<file path="src/rtl/pulse_monitor_if.sv">
// pulse_monitor_if: groups the measurement inputs and results of pulse_monitor.
//   master : the driver of the pulse train and the consumer of the results.
//   slave  : the monitor itself.
// Signals:
//   clear        - synchronous statistics clear
//   pulse_in     - pulse train under measurement
//   meas_valid   - one-cycle strobe, width measurement completed
//   gap_valid    - one-cycle strobe, gap measurement completed
//   last_width   - high time of the last complete pulse (cycles)
//   last_gap     - low time preceding the last rising edge (cycles)
//   min_width    - smallest width since reset/clear (all-ones when none)
//   max_width    - largest width since reset/clear
//   pulse_count  - completed pulses since reset/clear, saturating
//   overflow     - sticky, a width or gap counter saturated
//   activity_led - stretched activity indicator
interface pulse_monitor_if #(
    parameter int CNT_W   = 32,
    parameter int COUNT_W = 16
);
    logic               clear;
    logic               pulse_in;
    logic               meas_valid;
    logic               gap_valid;
    logic [CNT_W-1:0]   last_width;
    logic [CNT_W-1:0]   last_gap;
    logic [CNT_W-1:0]   min_width;
    logic [CNT_W-1:0]   max_width;
    logic [COUNT_W-1:0] pulse_count;
    logic               overflow;
    logic               activity_led;

    modport master (
        output clear, pulse_in,
        input  meas_valid, gap_valid, last_width, last_gap, min_width,
               max_width, pulse_count, overflow, activity_led
    );

    modport slave (
        input  clear, pulse_in,
        output meas_valid, gap_valid, last_width, last_gap, min_width,
               max_width, pulse_count, overflow, activity_led
    );
endinterface

</file>
<file path="src/rtl/pulse_monitor.sv">
// pulse_monitor: measures high width and low gap of a pulse train, keeps
// min/max/count statistics, a sticky overflow flag and a stretched LED.
// Ports:
//   clk     - clock
//   reset_n - asynchronous active-low reset
//   mon     - pulse_monitor_if.slave (clear, pulse_in in; results out)
// Parameters: CNT_W (width/gap counters), COUNT_W (pulse_count width),
//   LED_STRETCH (cycles activity_led stays on after a measurement, >= 1).
// Build option: define PULSE_MONITOR_SYNC_EN to pass pulse_in through a
//   two-flop synchronizer (adds 2 cycles of strobe latency, widths unchanged).
module pulse_monitor #(
    parameter int CNT_W       = 32,
    parameter int COUNT_W     = 16,
    parameter int LED_STRETCH = 50_000_000
) (
    input logic          clk,
    input logic          reset_n,
    pulse_monitor_if.slave mon
);
    localparam logic [CNT_W-1:0]   CNT_MAX  = '1;
    localparam logic [COUNT_W-1:0] PCNT_MAX = '1;
    localparam int                 LED_W    = $clog2(LED_STRETCH + 1);
    localparam logic [LED_W-1:0]   LED_LOAD = LED_W'(LED_STRETCH);

    typedef enum logic [1:0] {SYNC, IDLE_LOW, HIGH, LOW} state_t;

    state_t           state, state_nxt;
    logic             in_s;
    logic             cap_width, cap_gap;
    logic [CNT_W-1:0] hi_cnt, lo_cnt, hi_inc, lo_inc;
    logic [LED_W-1:0] led_cnt;

`ifdef PULSE_MONITOR_SYNC_EN
    logic [1:0] sync_q;
    always_ff @(posedge clk or negedge reset_n) begin
        if (!reset_n) sync_q <= '0;
        else          sync_q <= {sync_q[0], mon.pulse_in};
    end
    assign in_s = sync_q[1];
`else
    assign in_s = mon.pulse_in;
`endif

    // Saturating increments; reaching all-ones is what flags overflow.
    assign hi_inc = hi_cnt + CNT_W'(hi_cnt != CNT_MAX);
    assign lo_inc = lo_cnt + CNT_W'(lo_cnt != CNT_MAX);

    always_ff @(posedge clk or negedge reset_n) begin
        if (!reset_n) state <= SYNC;
        else          state <= state_nxt;
    end

    // clear overrides every transition, so an edge coinciding with clear
    // produces no capture.
    always_comb begin
        state_nxt = state;
        cap_width = 1'b0;
        cap_gap   = 1'b0;
        if (mon.clear) begin
            state_nxt = SYNC;
        end else begin
            case (state)
                SYNC:     if (!in_s) state_nxt = IDLE_LOW;
                IDLE_LOW: if (in_s)  state_nxt = HIGH;
                HIGH: if (!in_s) begin
                    state_nxt = LOW;
                    cap_width = 1'b1;
                end
                LOW: if (in_s) begin
                    state_nxt = HIGH;
                    cap_gap   = 1'b1;
                end
                default:  state_nxt = SYNC;
            endcase
        end
    end

    always_ff @(posedge clk or negedge reset_n) begin
        if (!reset_n) begin
            hi_cnt           <= '0;
            lo_cnt           <= '0;
            led_cnt          <= '0;
            mon.meas_valid   <= 1'b0;
            mon.gap_valid    <= 1'b0;
            mon.last_width   <= '0;
            mon.last_gap     <= '0;
            mon.min_width    <= CNT_MAX;
            mon.max_width    <= '0;
            mon.pulse_count  <= '0;
            mon.overflow     <= 1'b0;
            mon.activity_led <= 1'b0;
        end else begin
            mon.meas_valid <= 1'b0;
            mon.gap_valid  <= 1'b0;
            if (mon.clear) begin
                led_cnt          <= '0;
                mon.last_width   <= '0;
                mon.last_gap     <= '0;
                mon.min_width    <= CNT_MAX;
                mon.max_width    <= '0;
                mon.pulse_count  <= '0;
                mon.overflow     <= 1'b0;
                mon.activity_led <= 1'b0;
            end else begin
                case (state)
                    IDLE_LOW: if (in_s) hi_cnt <= CNT_W'(1);
                    HIGH: begin
                        if (in_s) begin
                            hi_cnt <= hi_inc;
                            if (hi_inc == CNT_MAX) mon.overflow <= 1'b1;
                        end else begin
                            lo_cnt <= CNT_W'(1);
                        end
                    end
                    LOW: begin
                        if (!in_s) begin
                            lo_cnt <= lo_inc;
                            if (lo_inc == CNT_MAX) mon.overflow <= 1'b1;
                        end else begin
                            hi_cnt <= CNT_W'(1);
                        end
                    end
                    default: ;
                endcase

                if (cap_width) begin
                    mon.last_width <= hi_cnt;
                    mon.meas_valid <= 1'b1;
                    if (mon.pulse_count != PCNT_MAX)
                        mon.pulse_count <= mon.pulse_count + COUNT_W'(1);
                    if (hi_cnt < mon.min_width) mon.min_width <= hi_cnt;
                    if (hi_cnt > mon.max_width) mon.max_width <= hi_cnt;
                end

                if (cap_gap) begin
                    mon.last_gap  <= lo_cnt;
                    mon.gap_valid <= 1'b1;
                end

                // LED register mirrors (led_cnt != 0) one cycle ahead so the
                // output itself is a flop and rises with meas_valid.
                if (cap_width) begin
                    led_cnt          <= LED_LOAD;
                    mon.activity_led <= 1'b1;
                end else if (led_cnt != '0) begin
                    led_cnt          <= led_cnt - LED_W'(1);
                    mon.activity_led <= (led_cnt != LED_W'(1));
                end
            end
        end
    end
endmodule

</file>
<file path="src/flat_wrapper.sv">
// flat-port wrapper written by rule: the top's interface ports become plain ports
module pulse_monitor_flat 
#(
    parameter int CNT_W       = 32,
    parameter int COUNT_W     = 16,
    parameter int LED_STRETCH = 50_000_000
)
  (clk, reset_n, mon_clear, mon_pulse_in, mon_meas_valid, mon_gap_valid, mon_last_width, mon_last_gap, mon_min_width, mon_max_width, mon_pulse_count, mon_overflow, mon_activity_led);
  pulse_monitor_if #(.CNT_W(CNT_W), .COUNT_W(COUNT_W)) mon_i ();
  input logic clk;
  input logic reset_n;
  input wire logic [$bits(mon_i.clear)-1:0] mon_clear;
  input wire logic [$bits(mon_i.pulse_in)-1:0] mon_pulse_in;
  output wire logic [$bits(mon_i.meas_valid)-1:0] mon_meas_valid;
  output wire logic [$bits(mon_i.gap_valid)-1:0] mon_gap_valid;
  output wire logic [$bits(mon_i.last_width)-1:0] mon_last_width;
  output wire logic [$bits(mon_i.last_gap)-1:0] mon_last_gap;
  output wire logic [$bits(mon_i.min_width)-1:0] mon_min_width;
  output wire logic [$bits(mon_i.max_width)-1:0] mon_max_width;
  output wire logic [$bits(mon_i.pulse_count)-1:0] mon_pulse_count;
  output wire logic [$bits(mon_i.overflow)-1:0] mon_overflow;
  output wire logic [$bits(mon_i.activity_led)-1:0] mon_activity_led;
  assign mon_i.clear = mon_clear;
  assign mon_i.pulse_in = mon_pulse_in;
  assign mon_meas_valid = mon_i.meas_valid;
  assign mon_gap_valid = mon_i.gap_valid;
  assign mon_last_width = mon_i.last_width;
  assign mon_last_gap = mon_i.last_gap;
  assign mon_min_width = mon_i.min_width;
  assign mon_max_width = mon_i.max_width;
  assign mon_pulse_count = mon_i.pulse_count;
  assign mon_overflow = mon_i.overflow;
  assign mon_activity_led = mon_i.activity_led;
  pulse_monitor #(.CNT_W(CNT_W), .COUNT_W(COUNT_W), .LED_STRETCH(LED_STRETCH)) u_core (.clk(clk), .reset_n(reset_n), .mon(mon_i));
endmodule
</file>
<file path="config.mk">
export PLATFORM = sky130hd
export DESIGN_NAME = pulse_monitor_flat
export DESIGN_NICKNAME = d
export VERILOG_FILES = /design/src/rtl/pulse_monitor_if.sv /design/src/rtl/pulse_monitor.sv /design/src/flat_wrapper.sv
export SDC_FILE = /design/constraint.sdc
export NUM_CORES = 1
export LEC_CHECK = 0
export BUFFER_PORTS_ARGS = -buffer_cell sky130_fd_sc_hd__buf_2
export CAP_MARGIN = 0
export CORE_MARGIN = 4
export CORE_UTILIZATION = 53
export CTS_BUF_LIST = sky130_fd_sc_hd__clkbuf_16
export CTS_CLUSTER_SIZE = 40
export DETAILED_ROUTE_END_ITERATION = 16
export GPL_TIMING_DRIVEN = 0
export PLACE_DENSITY = 0.83
export SYNTH_ARGS = -nofsm -noshare
export SYNTH_HDL_FRONTEND = slang
export SYNTH_SLANG_ARGS = --single-unit
</file>
<file path="constraint.sdc">
create_clock -name clk -period 4 [get_ports clk]
set_input_delay 0.2 -clock clk [delete_from_list [all_inputs] [get_ports clk]]
set_output_delay 0.2 -clock clk [all_outputs]
set_load 0.01 [all_outputs]
</file>
==> reports/qor.yml <==
layout:
  drive_gt1_share_pct: 19.9
  ff_latch_area_sq_um: 6060
  multi_input_area_sq_um: 6510
  nNetsFinal: 1702
  final_area_sq_um: 15500
  area_growth_pct: 18.7
  antenna_cells: 0
  fillers: 1942
global_routing:
  grt_pass1_vias: 11600
  grt_usage_pct: 28.0
  grt_max_degree: 112
  grt-ovfl-total: 0
  grt_pass1_wl_um: 61200
  antenna_found_initial: 0
power:
  vdd_ir_drop_max_uv: 364
  power.internal_mw: 4.27
  switching_power_mw: 1.77
  p_per_area_nw_per_um2: 388
  p_leak_nw: 7.73
  p_sw_share_pct: 29.4
  clkPwrFrac_pct: 38.3
  p_seq_share_pct: 44.8
  comb_power_share_pct: 16.9
clock_network:
  cts_buffers: 26
  cts.clk_slew.worst_paths_ns: 0.06
  clockRootBuffer: "clkbuf_16"
  clk_path_buf_depth: 3
  cts_tree: "done"
  clk_latency_ns: 0.53
  htreeDepth: 1
  numClockSinks: 240
logic_synthesis:
  syn_area_sq_um: 13100
  synthTopCellsByCount: "dfrtp_1 (208), nand2_1 (145), a21oi_1 (122), nor2_1 (104), o21ai_0 (92)"
  synth-seq-cells: 240
  synth_fp_nets: 1496
  async_flop_share_pct: 100
  yosysSeqAreaShare_pct: 46.2
  syn_area_per_cell_sq_um: 9.21
  synth_flop_cell: "dfrtp_1"
  synth_cell_types: 67
  synth_top_cell_by_area: "dfrtp_1"
  yosys_warnings: 0
  synth_most_common_cell: "dfrtp_1"
  synth_area_leaders: "dfrtp_1 (40%), ha_1 (6.7%), dfstp_2 (6.4%)"
  synth_edf_count: 0
  synth_top_area_share_pct: 39.8
  postSynthCellCount: 1422
route:
  drt_iter0_drc: 1407
  via_per_inst: 6.14
  drcViolationCount: 0
  drtPass1Iterations: 7
  routed_wl_um: 38800
  ant_nets: 0
  wl_per_cell_um: 19.7
  num_vias: 12100
setup_path:
  rrSetupSlack_ns: 0.05
  critPathMaxStageDelay_ns: 0.53
  timing_worst_setup_path_type: "reg -> reg"
  cp-end-kind: "flip-flop"
  crit_fanout: 8
  critPathLaunchType: "flip-flop"
  slowest_stage: "or4_1"
  cp.arrival_ns: 4.38
  critical_path_required_ns: 4.44
  worstPathCellList: "buf_6 -> nand4_4 -> or4_1 -> or4_1 -> ha_2 -> ha_1 -> buf_2 -> nand4_1 -> buf_4 -> buf_4 -> a21oi_1 -> o22a_1 -> nor4_1 -> a311oi_1 -> a311oi_1"
placed_design:
  pre_cts_ws_ns: -0.644
  dp_hpwl_um: 26600
  port_buffers: 151
  postPlaceCellArea_sq_um: 14300
  place_congestion: 0.944
min_path:
  hp-class: "in -> async"
die:
  fp.coreArea_sq_um: 24300
  die_w_um: 165
  pin_count: 152
  die_h_um: 165
  rows: 57
  initial_utilization_pct: 53.8
  dieArea_sq_um: 27300
run_status:
  status: "finished clean"
timing:
  min_period_over_period_pct: 98.7
  whs_ns: 0.109
  finalHoldViolCount: 0
  slew_violations: 0
  setup_viol_count_final: 0
  fmax_ghz: 0.253
  min_period_ns: 3.95
  finalClockSkew_ns: 0.00992
  slew_headroom_pct: 42.1
  worst_slew_pin_slew_ns: 0.866
  worst_slack_ns: 0.0536
job:
  maxCapViolCount: 0
[path summary, 6_finish.rpt]
| kind | depth (start not counted) | start | end |
|---|---|---|---|
| hold / removal | 2 | reset_n | u_core.mon.max_width[17] |
| min in group clk | 4 | mon_pulse_in | u_core.state[1] |
| hold reg to reg | 1 | u_core.mon.last_gap[0] | u_core.mon.last_gap[0] |
| max in group asynchronous | 4 | reset_n | u_core.lo_cnt[19] |
| setup / recovery | 15 | u_core.lo_cnt[8] | u_core.mon.overflow |
| setup reg to reg | 15 | u_core.lo_cnt[8] | u_core.mon.overflow |
[layout by cell type, fill, tap and decap left out, types with 14 or more instances in the layout]
cell type / n
nand2_1: 145
a22o_1: 34
dfrtp_2: 14
buf_4: 33
nor2_1: 103
a31oi_1: 20
dfrtp_1: 194
o31ai_1: 20
mux2i_1: 34
buf_2: 162
nand3_1: 50
a21o_1: 23
nor3_1: 18
inv_1: 74
nand4_1: 40
nor4_1: 16
o21ai_1: 34
ha_1: 67
a21oi_1: 122
dfstp_2: 32
clkbuf_16: 27
xor2_1: 25
xnor2_1: 26
o21ai_0: 91
clkbuf_1: 78
[metal layers]
layer | track usage (%) | routed length (um) | vias up
met1 | 39.0 | 15900 | 5789
met4 | 9.15 | 1450 | 0
met3 | 5.98 | 3970 | 143
li1 | - | - | 5475
met5 | 0 | 0 | -
met2 | 43.7 | 17400 | 692
[stage by stage]
| stage | instances | TNS [ns] | utilization [%] | power [mW] |
|---|---|---|---|---|
| floorplan | 1422 | 0 | - | 3.46 |
| finish | 1971 | 0 | 63.9 | 6.04 |
| detailed placement | 1900 | -0.644 | 58.9 | 3.74 |
| CTS | 1953 | 0 | 63.1 | 6.05 |
| global placement | 1897 | -302.11 | 58.6 | 3.69 |
| global route | 1971 | -0.0197 | 63.9 | 6.31 |
[state kept, by name (all words and copies together), names as in the netlist, 2 cells and up]
| register | count |
|---|---|
| u_core.hi_cnt | 32 |
| u_core.lo_cnt | 32 |
| u_core.mon.last_gap | 32 |
| u_core.mon.last_width | 32 |
| u_core.mon.max_width | 32 |
| u_core.mon.min_width | 32 |
| u_core.led_cnt | 26 |
| u_core.mon.pulse_count | 16 |
| u_core.state | 2 |
[critical path: cells and delay by family (launching register included)]
kind | cells | cell delay (ns)
and+or+nand+nor | 5 | 1.86
buffers and inverters | 4 | 0.57
adders and majority gates | 2 | 0.38
DFF | 1 | 0.35
AOI/OAI and AO/OA | 4 | 0.69
[timing repair]
action                     4_1_cts  5_1_grt
pin swaps                        2        6
gates resized for setup         31       25
setup buffers                    8       18
hold buffers                     2        0
setup endpoints to repair        1        4
hold endpoints to repair       113        0
[cells by family after synthesis]
family                   after synthesis  synth area share, %
flip-flops                           240                 46.2
AND/OR/NAND/NOR                      469                 18.0
XOR/XNOR                              51                 3.41
adder cells (fa/ha/maj)               70                 6.69
buffers and inverters                177                 5.37
AO/OA/AOI/OAI                        380                 17.6
multiplexers                          35                 2.69
[power by group through the flow]
stage | combinational [mW] | sequential [mW] | clock [mW]
6_report | 1.02 | 2.71 | 2.31
5_1_grt | 1.14 | 2.73 | 2.44
4_1_cts | 1.01 | 2.71 | 2.34
3_5_place_dp | 0.992 | 2.74 | 0
3_3_place_gp | 0.957 | 2.74 | 0
2_1_floorplan | 0.739 | 2.72 | 0
[final cells by class]
class	instances	share of cell area [%]
multi-input cells	1005	41.9
flip-flops and latches	240	39.0
repair buffers	182	6.71
clock buffers	27	4.35
plain buffers	101	2.82
well taps	324	2.61
inverters	72	1.74
clock inverters	20	0.885
No activity file was read; power rests on OpenSTA's default activity.
